===== src/rtl/mem_access_ctrl.sv =====
// Memory access controller: arbitrates instruction fetch and data requests onto
// one shared single-port memory, with read-merge-write for byte stores.
module mem_access_ctrl #(
    parameter int unsigned STARVE_LIMIT = 3
) (
    input  logic        clock,
    input  logic        reset_n,
    input  logic        if_req,
    input  logic [31:0] if_addr,
    output logic [31:0] if_rdata,
    output logic        if_ready,
    input  logic        d_req,
    input  logic        d_we,
    input  logic        d_is_byte,
    input  logic [31:0] d_addr,
    input  logic [31:0] d_wdata,
    output logic [31:0] d_rdata,
    output logic        d_ready,
    output logic [31:0] mem_addr,
    output logic [31:0] mem_wdata,
    output logic        mem_we,
    input  logic [31:0] mem_rdata
);

    typedef enum logic [1:0] {
        IDLE  = 2'd0,
        MERGE = 2'd1,
        RESP  = 2'd2
    } state_t;

    localparam logic [2:0] LIMIT_C = 3'(STARVE_LIMIT);

    state_t      state_r;
    logic [2:0]  starve_cnt_r;
    logic [31:0] hold_word_r;
    logic [31:0] addr_r;
    logic [7:0]  wbyte_r;
    logic [31:0] if_rdata_r;
    logic [31:0] d_rdata_r;
    logic        if_ready_r;
    logic        d_ready_r;

    logic        grant_d_s;
    logic        grant_f_s;
    logic [31:0] mem_addr_s;
    logic [31:0] mem_wdata_s;
    logic        mem_we_s;

    function automatic logic [31:0] load_byte(input logic [31:0] word, input logic [1:0] lane);
        logic [7:0] b;
        case (lane)
            2'd0:    b = word[7:0];
            2'd1:    b = word[15:8];
            2'd2:    b = word[23:16];
            2'd3:    b = word[31:24];
            default: b = word[7:0];
        endcase
        return {{24{b[7]}}, b};
    endfunction

    function automatic logic [31:0] merge_byte(input logic [31:0] word, input logic [1:0] lane,
                                               input logic [7:0] b);
        logic [31:0] r;
        r = word;
        case (lane)
            2'd0:    r[7:0]   = b;
            2'd1:    r[15:8]  = b;
            2'd2:    r[23:16] = b;
            2'd3:    r[31:24] = b;
            default: r        = word;
        endcase
        return r;
    endfunction

    // Arbitration: data wins unless fetch has been starved STARVE_LIMIT times.
    always_comb begin
        grant_d_s = 1'b0;
        grant_f_s = 1'b0;
        if (state_r == IDLE) begin
            grant_d_s = d_req && !(if_req && (starve_cnt_r == LIMIT_C));
            grant_f_s = if_req && !grant_d_s;
        end else begin
            grant_d_s = 1'b0;
            grant_f_s = 1'b0;
        end
    end

    // Memory port drive; grant-cycle accesses must reach memory in the same cycle.
    always_comb begin
        mem_addr_s  = {addr_r[31:2], 2'b00};
        mem_wdata_s = 32'h0000_0000;
        mem_we_s    = 1'b0;
        case (state_r)
            IDLE: begin
                if (grant_d_s) begin
                    mem_addr_s = {d_addr[31:2], 2'b00};
                    if (d_we && !d_is_byte) begin
                        mem_we_s    = 1'b1;
                        mem_wdata_s = d_wdata;
                    end else begin
                        mem_we_s    = 1'b0;
                    end
                end else if (grant_f_s) begin
                    mem_addr_s = {if_addr[31:2], 2'b00};
                end else begin
                    mem_addr_s = {addr_r[31:2], 2'b00};
                end
            end
            MERGE: begin
                mem_we_s    = 1'b1;
                mem_wdata_s = merge_byte(hold_word_r, addr_r[1:0], wbyte_r);
            end
            RESP: begin
                mem_we_s = 1'b0;
            end
            default: begin
                mem_we_s = 1'b0;
            end
        endcase
    end

    // Reset gates the write strobe so an aborted access can never touch memory.
    assign mem_we    = mem_we_s & reset_n;
    assign mem_addr  = mem_addr_s;
    assign mem_wdata = mem_wdata_s;
    assign if_rdata  = if_rdata_r;
    assign d_rdata   = d_rdata_r;
    assign if_ready  = if_ready_r;
    assign d_ready   = d_ready_r;

    // Access FSM with starvation counter and registered results/ready pulses.
    always_ff @(posedge clock or negedge reset_n) begin
        if (!reset_n) begin
            state_r      <= IDLE;
            starve_cnt_r <= 3'd0;
            hold_word_r  <= 32'h0000_0000;
            addr_r       <= 32'h0000_0000;
            wbyte_r      <= 8'h00;
            if_rdata_r   <= 32'h0000_0000;
            d_rdata_r    <= 32'h0000_0000;
            if_ready_r   <= 1'b0;
            d_ready_r    <= 1'b0;
        end else begin
            case (state_r)
                IDLE: begin
                    if_ready_r <= 1'b0;
                    d_ready_r  <= 1'b0;
                    if (grant_d_s) begin
                        addr_r       <= d_addr;
                        wbyte_r      <= d_wdata[7:0];
                        starve_cnt_r <= if_req ? (starve_cnt_r + 3'd1) : 3'd0;
                        if (!d_we) begin
                            d_rdata_r <= d_is_byte ? load_byte(mem_rdata, d_addr[1:0]) : mem_rdata;
                            d_ready_r <= 1'b1;
                            state_r   <= RESP;
                        end else if (d_is_byte) begin
                            hold_word_r <= mem_rdata;
                            state_r     <= MERGE;
                        end else begin
                            d_ready_r <= 1'b1;
                            state_r   <= RESP;
                        end
                    end else if (grant_f_s) begin
                        addr_r       <= if_addr;
                        if_rdata_r   <= mem_rdata;
                        if_ready_r   <= 1'b1;
                        starve_cnt_r <= 3'd0;
                        state_r      <= RESP;
                    end else begin
                        starve_cnt_r <= 3'd0;
                        state_r      <= IDLE;
                    end
                end
                MERGE: begin
                    d_ready_r <= 1'b1;
                    state_r   <= RESP;
                end
                RESP: begin
                    if_ready_r <= 1'b0;
                    d_ready_r  <= 1'b0;
                    state_r    <= IDLE;
                end
                default: begin
                    if_ready_r <= 1'b0;
                    d_ready_r  <= 1'b0;
                    state_r    <= IDLE;
                end
            endcase
        end
    end

endmodule


===== config.mk =====
export PLATFORM = sky130hd
export DESIGN_NAME = mem_access_ctrl
export DESIGN_NICKNAME = d
export VERILOG_FILES = /design/src/rtl/mem_access_ctrl.sv
export SDC_FILE = /design/constraint.sdc
export NUM_CORES = 1
export LEC_CHECK = 0
export ABC_AREA = 1
export BUFFER_PORTS_ARGS = -buffer_cell sky130_fd_sc_hd__buf_2
export CELL_PAD_IN_SITES_DETAIL_PLACEMENT = 2
export CELL_PAD_IN_SITES_GLOBAL_PLACEMENT = 2
export CORE_MARGIN = 10
export CORE_UTILIZATION = 24
export DETAILED_ROUTE_END_ITERATION = 8
export GPL_TIMING_DRIVEN = 1
export PLACE_DENSITY_LB_ADDON = 0.1
export SYNTH_ARGS = -nofsm -noshare
export SYNTH_HDL_FRONTEND = slang
export SYNTH_SLANG_ARGS = --single-unit
export TNS_END_PERCENT = 50

===== constraint.sdc =====
create_clock -name clock -period 1.5 [get_ports clock]
set_input_delay 0.15 -clock clock [delete_from_list [all_inputs] [get_ports clock]]
set_output_delay 0.15 -clock clock [all_outputs]
set_load 0.005 [all_outputs]

Word level (Yosys, flattened, before mapping)

Cells that the tools add are included.

Latch bits: 0
Word-level logic and storage cells: 70
ROM bits: 0
Flip-flop bits (word level): 143
Input port bits: 134
Memories kept: 0
Memory bits (writable): 0
Output and inout port bits: 131

Bitwise gates (word level): 3
Add/subtract/negate cells: 1
Shifts and indexed selects: 0
Multipliers: 0
Equality and inequality tests: 8
Mux-type cells: 33
Divide/modulo/power cells: 0
Reduce and logical (&&, ||, !) cells: 16
Order comparisons: 0

Operator list:

| operator              | number |
|---|---|
| $mux W32              | 8 |
| $pmux W32 S2          | 1 |
| $mux W8               | 4 |
| $pmux W8 S4           | 1 |
| $mux W1               | 9 |
| $eq A2 B2 Y1 const B  | 4 |
| $mux W2               | 4 |
| $eq A2 B1 Y1 const B  | 3 |
| $logic_not A2 Y1      | 3 |
| $mux W3               | 2 |
| $pmux W1 S2           | 3 |
| $reduce_and A3 Y1     | 2 |
| $logic_and A1 B1 Y1   | 4 |
| $pmux W2 S2           | 1 |
| $reduce_and A2 Y1     | 2 |
| $reduce_and A4 Y1     | 1 |
| $add A3 B1 Y3 const B | 1 |
| $eq A3 B2 Y1 const B  | 1 |
| $logic_not A1 Y1      | 3 |
| $not A1 Y1            | 2 |
| $reduce_bool A2 Y1    | 1 |
| $and A1 B1 Y1         | 1 |

Longest topological paths before layout

Depth after elaboration: 10
Mapped depth: 11
Depth with buffers taken out: 10

Worst setup path after synthesis

No wires, ideal clock.

Path type: reg2out
Start point: reg starve_cnt_r[0]
End point: out mem_wdata[24]
Cell stages (with the launch flop): 10
Data arrival time: 1541 ps
Slack: -191 ps
Data required time: 1350 ps
Buffers on the path: 2
Cells stage by stage: dfrtp_1 > ha_1 > ha_1 > nand2_2 > nand2_2 > nor2_2 > buf_4 > nand3_2 > buf_6 > o21ai_0

Word-level cells in the longest chain between the ends: 7

Ends and longest elaborated chain:

| what                   | line | source |
|---|---|---|
| from (decl)            | 34   | `logic [2:0] starve_cnt_r;` |
| from (signal assigned) | 151  | `starve_cnt_r <= if_req ? (starve_cnt_r + 3'd1) : 3'd0;` |
| $eq A3 B2 Y1           | 80   | `grant_d_s = d_req && !(if_req && (starve_cnt_r == LIMIT_C));` |
| $logic_and A1 B1 Y1    | 80   |  |
| $logic_not A1 Y1       | 80   |  |
| $logic_and A1 B1 Y1    | 80   |  |
| $mux W1                | 79   | `if (state_r == IDLE) begin` |
| $mux W32               | 95   | `if (grant_d_s) begin` |
| $pmux W32 S2           | 93   | `case (state_r)` |
| to (decl)              | 20   | `output logic [31:0] mem_wdata,` |

No other way between the ends.

Worst setup path after layout

Start point: reg starve_cnt_r[1]
End point: out mem_wdata[23]

The elaborated chain is that of the path after synthesis.

==> results.toml <==
[drt]
drc_errors = 0
ant_nets = 0
wl_um = 35110
drt-initial-drc-count = 322
num_vias = 7663
drt_pass1_iterations = 4
wl_per_cell_um = 20.57
vias_per_cell = 4.489

[cts]
cts-root-buf = "clkbuf_16"
cts.reportedPaths.clkPinSlew_ns = 0.07
clk_path_buf_depth = 2
clkLatencyLatePin_ns = 0.43
cts_num_sinks = 143
numCtsBuffers = 17
htree_levels = 4
cts_tree = "yes"

[final_layout]
synthToLayoutAreaGrowth_pct = 52.94
layout-drive-gt1-share = 0.3991
nNetsFinal = 1436
layoutNonFillerInstCount = 1707

[critical_path]
path_class = "flip-flop to output port"
cp-end-kind = "output port"
required_ns = 1.35
critPathLaunchType = "flip-flop"
path_max_fanout = 7
arrival_ns = 2.23

[placed_design]
gp_congestion = 0.8031
io_buffers = 262
dp_hpwl_um = 25560
preCtsSetupSlack_ns = -0.6230
placedCellCount = 1634

[pwr]
power_density_nw_per_um2 = 1394
vdd_drop_max_v = 0.0008507
p_leak_nw = 6.184

[timing]
finalCritPeriodShare = 1.585
setup_viol = 205
skew_ns = 0.01671
slew_headroom = 0.5005
min_period_ns = 2.377
max_freq_ghz = 0.4207
rsz0062_at_grt = "true"
final_hold_viol_count = 0
slew_violations = 0
setup_ws_ns = -0.8770
tightest_slew_ns = 0.7443

[logic_synthesis]
ys_seq_area_frac = 0.4953
ys_ff_latch = 143
synth_cells = 958
syn_area_per_cell_um2 = 7.541
mappedNetlistArea_um2 = 7224
yosys_warnings = 0
synthDistinctLibCells = 26

[grt]
grt.total_usage = 0.1835
grt_max_degree = 75
overflow = 0
grt_pass1_vias = 8408
antenna_found_initial = 5
grt_pass1_wl_um = 53450

[flow_run]
drv_cap = 0

[floorplan]
initial_utilization = 0.2438
core_area_um2 = 29640
die_h_um = 193.5
dieArea_um2 = 37440
fp.dieW_um = 193.5
rows = 63
ioPinCount = 265

[worst_hold_path]
hold_class = "input port to flip-flop"

[outcome]
failed_checks = "setup timing"
status = "finished with violations"
==> per-stage QoR <==
| stage | total power, mW | instance area [um^2] | util | hold WS [ns] | setup TNS, ns |
|---|---|---|---|---|---|
| 2_1_floorplan | 7.891 | 7367 | - | -0.1456 | -7.941 |
| 3_3_place_gp | 10.40 | 9479 | 0.3198 | 0.002210 | -50.02 |
| 3_5_place_dp | 10.54 | 9479 | 0.3198 | 0.001392 | -60.64 |
| 4_1_cts | 15.40 | 10720 | 0.3616 | 0.01924 | -91.02 |
| 5_1_grt | 16.59 | 11040 | 0.3726 | 0.04761 | -116.75 |
| 6_report | 15.40 | 11050 | 0.3728 | 0.03341 | -97.06 |
==> area by class of cell <==
| type | count | area, um^2 |
|---|---|---|
| repair inverters | 2 | 31.28 |
| diodes | 4 | 10.01 |
| fillers | 3463 | 18590 |
| clock inverters | 15 | 145.1 |
| repair buffers | 370 | 2539 |
| inverters | 150 | 570.5 |
| clock buffers | 17 | 425.4 |
| multi-input cells | 616 | 3262 |
| well taps | 390 | 488.0 |
| flip-flops and latches | 143 | 3578 |
==> synth_stat cells (all sizes together) <==
master | instances | share of area
a21oi | 46 | 0.032
nor3 | 1 | 0.00069
nand3 | 7 | 0.0062
dfrtp | 143 | 0.50
o21a | 30 | 0.031
nor2 | 77 | 0.041
o22ai | 7 | 0.0061
o21bai | 1 | 0.0010
o21ai | 135 | 0.094
a21boi | 1 | 0.0010
inv | 150 | 0.078
conb | 1 | 0.00052
ha | 2 | 0.0035
nand2 | 285 | 0.15
buf | 36 | 0.034
nand4 | 22 | 0.020
clkbuf | 14 | 0.0073
==> cells by family (layout without fill, tap and decap cells) <==
kind of cell    Yosys count  in the layout  synth area share
fa+ha+maj                 2              2          0.003463
simple gates            392            392            0.2163
other cells               1              6         0.0005191
flops                   143            143            0.4953
buf+inv                 200            554            0.1197
compound gates          220            220            0.1647
==> flip-flops by register name (all words and copies together) (netlist names), 2 cells and up <==
name / count
wbyte_r: 8
if_rdata: 32
d_rdata: 32
addr_r: 32
state_r: 2
starve_cnt_r: 3
hold_word_r: 32
==> cell usage in the layout, fill, tap and decap left out, types with 15 or more instances in the layout <==
cell,count
nor2_1,74
clkbuf_16,18
o21ai_1,49
o21ai_2,16
nand4_1,21
buf_6,15
buf_2,261
dfrtp_1,143
inv_1,144
o21a_1,30
o21ai_0,70
nand2_1,206
nand2_4,15
a21oi_1,38
nand2_2,62
buf_4,68
==> path summary, 6_finish.rpt <==
| path | start | to | slack (ns) | cells after the start |
|---|---|---|---|---|
| setup / recovery | starve_cnt_r[1] | mem_wdata[23] | -0.88 | 11 |
| hold / removal | d_addr[14] | addr_r[14] | 0.03 | 4 |
| setup reg to reg | starve_cnt_r[1] | hold_word_r[30] | -0.48 | 10 |
| hold reg to reg | addr_r[28] | addr_r[28] | 0.48 | 2 |
| max in group asynchronous | reset_n | d_rdata[1] | 0.65 | 3 |
| min in group asynchronous | reset_n | wbyte_r[5] | 0.16 | 2 |
==> routing by layer <==
layer,track usage,vias to the layer above,wire [um]
li1,-,3688,-
met1,0.2383,3821,16090
met2,0.3128,137,17620
met3,0.03354,15,1186
met4,0.03262,2,208
met5,0,-,7
==> repair_timing <==
item | 4_1_cts | 5_1_grt
gates resized for setup | 97 | 83
hold endpoints to repair | 145 | 0
cloned | 10 | 1
hold buffers | 3 | 0
setup buffers | 20 | 12
setup endpoints to repair | 204 | 205
pin swaps | 20 | 22
==> power by group <==
group	total, mW	internal (mW)	switching, mW
logic	5.33	2.34	3.00
clock network	4.23	2.21	2.03
registers	5.84	5.05	0.787
==> critical path: stages (launching register included) <==
cell     delay, ns
dfrtp_1       0.39
ha_2          0.21
ha_4          0.16
nand2_4       0.06
nand2_4       0.06
nor2_4        0.20
buf_12        0.15
buf_12        0.13
buf_12        0.11
nand4_1       0.10
o21ai_2       0.09
buf_2         0.13
Power figures use the tool's default switching activity.
